### config.mk
export PLATFORM = sky130hd
export DESIGN_NAME = fsm_run_detector
export DESIGN_NICKNAME = d
export VERILOG_FILES = /design/src/rtl/fsm_run_detector.sv
export SDC_FILE = /design/constraint.sdc
export NUM_CORES = 1
export LEC_CHECK = 0
export BUFFER_PORTS_ARGS = -buffer_cell sky130_fd_sc_hd__buf_2
export CAP_MARGIN = 20
export CORE_MARGIN = 2
export CORE_UTILIZATION = 50
export CTS_CLUSTER_DIAMETER = 100
export DETAILED_ROUTE_END_ITERATION = 12
export HOLD_SLACK_MARGIN = 0.08
export PLACE_DENSITY_LB_ADDON = 0.15
export SYNTH_ARGS = -nofsm -noshare
export SYNTH_HDL_FRONTEND = slang
export SYNTH_SLANG_ARGS = --single-unit
export TNS_END_PERCENT = 50
### constraint.sdc
create_clock -name clk -period 3.2 [get_ports clk]
set_clock_uncertainty 0.2 [all_clocks]
set_input_delay 0.16 -clock clk [delete_from_list [all_inputs] [get_ports clk]]
set_output_delay 0.16 -clock clk [all_outputs]
set_load 0.05 [all_outputs]
### src/rtl/fsm_run_detector.sv
// fsm_run_detector: detects runs of RUN_LEN consecutive ones on a serial input.
// Ports: clk, reset (sync, active-high); enable gates sampling; data_in serial bit;
// overlap selects overlapping detection; clear_cnt zeroes the detection counter;
// detect_moore (registered), detect_mealy (combinational), run_count (live run
// length), det_count (saturating detections), det_sat (counter at maximum).
module fsm_run_detector #(
    parameter int RUN_LEN = 3,
    parameter int CNT_W   = 8
) (
    input  logic                         clk,
    input  logic                         reset,
    input  logic                         enable,
    input  logic                         data_in,
    input  logic                         overlap,
    input  logic                         clear_cnt,
    output logic                         detect_moore,
    output logic                         detect_mealy,
    output logic [$clog2(RUN_LEN+1)-1:0] run_count,
    output logic [CNT_W-1:0]             det_count,
    output logic                         det_sat
);
    localparam int RW = $clog2(RUN_LEN + 1);
    localparam logic [RW-1:0] LAST = RW'(RUN_LEN);
    localparam logic [RW-1:0] PRE  = RW'(RUN_LEN - 1);

    logic [RW-1:0]    ones_q, ones_d;
    logic [CNT_W-1:0] cnt_q, cnt_inc;
    logic             moore_q, sat_q;

    // In DETECT a further one either holds the state (overlap) or restarts the run at 1.
    always_comb begin
        ones_d  = !enable ? ones_q : !data_in ? '0 : ones_q != LAST ? ones_q + 1'b1 :
                  overlap ? LAST : RW'(1);
        cnt_inc = cnt_q + CNT_W'(1);
    end

    assign detect_mealy = enable & data_in & !reset &
                          (ones_q == PRE | (overlap & ones_q == LAST));

    always_ff @(posedge clk) begin
        if (reset) begin
            ones_q  <= '0;
            moore_q <= 1'b0;
            cnt_q   <= '0;
            sat_q   <= 1'b0;
        end else begin
            ones_q  <= ones_d;
            moore_q <= ones_d == LAST;
            // Clear wins over a detection in the same cycle.
            if (clear_cnt) begin
                cnt_q <= '0;
                sat_q <= 1'b0;
            end else if (detect_mealy && !sat_q) begin
                cnt_q <= cnt_inc;
                sat_q <= &cnt_inc;
            end
        end
    end

    assign detect_moore = moore_q;
    assign run_count    = ones_q;
    assign det_count    = cnt_q;
    assign det_sat      = sat_q;
endmodule

==> results.sh <==
export IMPL_ff_latch_area_um2=240
export IMPL_rsz0062_at_grt="no"
export IMPL_final_util_pct=68.3
export IMPL_port_buffers=18
export IMPL_p_per_area_nw_per_um2=303
export IMPL_die_w_um=41.6
export IMPL_cts_tree="yes"
export IMPL_synthDistinctLibCells=30
export IMPL_pwr_share_seq_pct=55.6
export IMPL_antenna_found_initial=0
export IMPL_drt_pass1_iter_count=3
export IMPL_grt_max_degree=9
export IMPL_fmax_mhz=390
export IMPL_crit_cells=7
export IMPL_slew_limit_headroom_pct=76.1
export IMPL_pwr_share_clk_pct=34.2
export IMPL_setup_viol=0
export IMPL_maxCapViolCount=0
export IMPL_r2r_end="run_count[1]$_SDFF_PP0_"
export IMPL_core_area_um2=1320
export IMPL_crit_family="buffers and inverters"
export IMPL_ctsHtreeMaxLevel=1
export IMPL_grt_pass1_vias=552
export IMPL_ys_ff_latch=12
export IMPL_cp_start_kind="flop"
export IMPL_drc=0
export IMPL_path_buf_inv=3
export IMPL_fin_total_pwr_uw=273
export IMPL_peakVddDrop_uv=235
export IMPL_critPathKind="reg -> reg"
export IMPL_reg2reg_depth=7
export IMPL_num_rows=13
export IMPL_place_ws_ps=1440
export IMPL_initial_core_util_pct=53.8
export IMPL_hold_slack_ps=274
export IMPL_postCtsSetupBuffers=0
export IMPL_setup_tns_final_ps=0
export IMPL_die_h_um=41.6
export IMPL_worstHoldStart="overlap"
export IMPL_netSwitchingPower_uw=66.2
export IMPL_p_sw_share_pct=24.3
export IMPL_grt_usage_pct=18.0
export IMPL_crit_fanout=4
export IMPL_r2r_start="run_count[0]$_SDFF_PP0_"
export IMPL_first_iter_violations=8
export IMPL_ys_warn_count=0
export IMPL_post_drt_wl_per_cell_um=12.5
export IMPL_via_count=642
export IMPL_comb_power_share_pct=10.2
export IMPL_status="complete, no violations"
export IMPL_endpoint="run_count[1]$_SDFF_PP0_"
export IMPL_internal_power_uw=206
export IMPL_gr_total_overflow=0
export IMPL_crit_start="run_count[0]$_SDFF_PP0_"
export IMPL_synth_area_per_cell_um2=8.96
export IMPL_ys_seq_area_share_pct=33.9
export IMPL_ctsResizeCount=0
export IMPL_multi_input_area_um2=443
export IMPL_clock_latency_ps=280
export IMPL_area_growth_pct=27.0
export IMPL_post_route_min_period_ps=2560
export IMPL_slew_viol_final=0
export IMPL_grt_pass1_wl_mm=2.37
export IMPL_worstPathRequired_ps=3220
export IMPL_cts_sinks=12
export IMPL_drive_gt1_share_pct=24.5
export IMPL_min_path_type="in -> reg"
export IMPL_setup_slack_ps=636
export IMPL_dp_hpwl_mm=1.08
export IMPL_crit_path_frequent_cell="dlygate4sd3_1"
export IMPL_fill_cells=118
export IMPL_antenna_cells=0
export IMPL_reg2reg_slack_ps=640
export IMPL_wl_mm=1.51
export IMPL_io_pin_count=19
export IMPL_cp_slowest_cell="dlygate4sd3_1"
export IMPL_vias_per_cell=5.31
export IMPL_clock_path_buffers=2
export IMPL_slowest_delay_ps=580
export IMPL_globalplace_congestion=0.789
export IMPL_ant_nets=0
export IMPL_hold_viol=0
export IMPL_mappedNetlistNets=90
export IMPL_crit_path_end_kind="flop"
export IMPL_fin_nets=119
export IMPL_mappedNetlistArea_um2=708
export IMPL_clk_pin_slew_ps=70
export IMPL_syn_inst=79
export IMPL_cts_buffers=3
export IMPL_leakagePower_nw=0.349
export IMPL_root_buffer="clkbuf_4"
export IMPL_crit_chain="inv_1 -> ha_1 -> o21ai_0 -> nand3_1 -> dlygate4sd3_1 -> a21oi_1 -> dlygate4sd3_1"
export IMPL_worstMarginPinSlew_ps=356
export IMPL_min_period_over_period_pct=80.1
export IMPL_crit_arrival_ps=2580
export IMPL_dieArea_um2=1730
logic make-up (layout without fill, tap and decap cells):
family / after synthesis / after routing / share of synthesized area [%]
and+or+nand+nor: 36 / 36 / 30.9
DFF: 12 / 12 / 33.9
xor gates and xnor gates: 10 / 10 / 12.4
buffers and inverters: 5 / 32 / 3.53
AOI/OAI and AO/OA: 11 / 11 / 10.4
adders and majority gates: 5 / 5 / 8.83
state kept, by name, indices dropped and copies added (netlist names):
register / cells
det_count: 8
run_count: 2
det_sat: 1
detect_moore: 1
cell type report:
cell class | count | share of cell area, %
Multi-Input combinational cell | 62 | 49.2
Sequential cell | 12 | 26.7
Timing Repair Buffer | 25 | 17.8
Clock buffer | 3 | 2.50
Tap cell | 15 | 2.09
Inverter | 4 | 1.67
power groups by stage:
stage / clock (mW) / combinational [mW] / sequential, mW
6_report: 0.0931 / 0.0278 / 0.152
3_5_place_dp: 0 / 0.0222 / 0.155
3_3_place_gp: 0 / 0.0217 / 0.155
2_1_floorplan: 0 / 0.00994 / 0.159
5_1_grt: 0.0987 / 0.0302 / 0.152
4_1_cts: 0.0950 / 0.0278 / 0.152
timing repair:
item / CTS / global route
hold endpoints to repair: 4 / 0
endpoints found under the setup margin: 0 / 0
hold buffers: 7 / 0
cells in the final DEF, fill, tap and decap left out, types with 4 or more instances in the layout:
master          n
buf_2          18
dfxtp_1        12
dlygate4sd3_1   7
ha_1            5
inv_1           4
nand2_1         5
nor2_1         10
xnor2_1         7
synthesized netlist by cell type:
master | count | area, um^2
nand2_1 | 5 | 18.8
nor2_1 | 10 | 37.5
nand3b_1 | 1 | 7.51
a211oi_1 | 2 | 15.0
or4_1 | 1 | 7.51
xor2_1 | 3 | 26.3
nand3_4 | 1 | 17.5
or2_1 | 2 | 12.5
clkdlybuf4s18_2 | 1 | 10.0
or3_4 | 1 | 11.3
inv_1 | 4 | 15.0
o211ai_1 | 1 | 7.51
or3_1 | 1 | 6.26
and4bb_2 | 1 | 12.5
dfxtp_1 | 12 | 240
nor3_1 | 3 | 15.0
nand3_1 | 3 | 15.0
ha_1 | 5 | 62.6
a21oi_1 | 3 | 15.0
nand4_1 | 1 | 6.26
o21ai_0 | 2 | 10.0
xnor2_1 | 7 | 61.3
a32o_1 | 1 | 10.0
nor3b_1 | 1 | 7.51
o21a_1 | 1 | 7.51
nor4_1 | 2 | 12.5
and4_1 | 1 | 8.76
nand2b_1 | 1 | 6.26
a21oi_2 | 1 | 8.76
nand4bb_2 | 1 | 16.3
layer usage:
metal	up-vias	routed length, um	share of wire (%)	track usage [%]
met5	-	0	0	0
met1	286	698	46	22.6
met3	5	69	4.6	2.61
li1	334	-	-	-
met2	17	697	46	28.4
met4	0	43	2.9	11.6
how the worst min path moves through the flow:
stage	cells after the start	endpoint
floorplan	1	run_count[1]$_SDFF_PP0_
global placement	2	run_count[0]$_SDFF_PP0_
detailed placement	2	run_count[0]$_SDFF_PP0_
CTS	4	det_count[1]$_SDFFE_PP0P_
global route	4	det_count[1]$_SDFFE_PP0P_
finish	4	det_count[1]$_SDFFE_PP0P_
per-stage QoR:
| step | area (um^2) | instances |
|---|---|---|
| after global placement | 807 | 111 |
| after CTS | 900 | 121 |
| after detailed placement | 807 | 111 |
| final | 900 | 121 |
| after global routing | 900 | 121 |
| after floorplan | 708 | 79 |
worst register-to-register path: cells and delay by family, from the launching register on:
kind,cells,cell delay [ps]
adder cells (fa/ha/maj),1,290
AO/OA/AOI/OAI,2,320
flip-flops,1,380
AND/OR/NAND/NOR,1,90
buffers and inverters,3,1230
(Power assumes the default switching activity.)
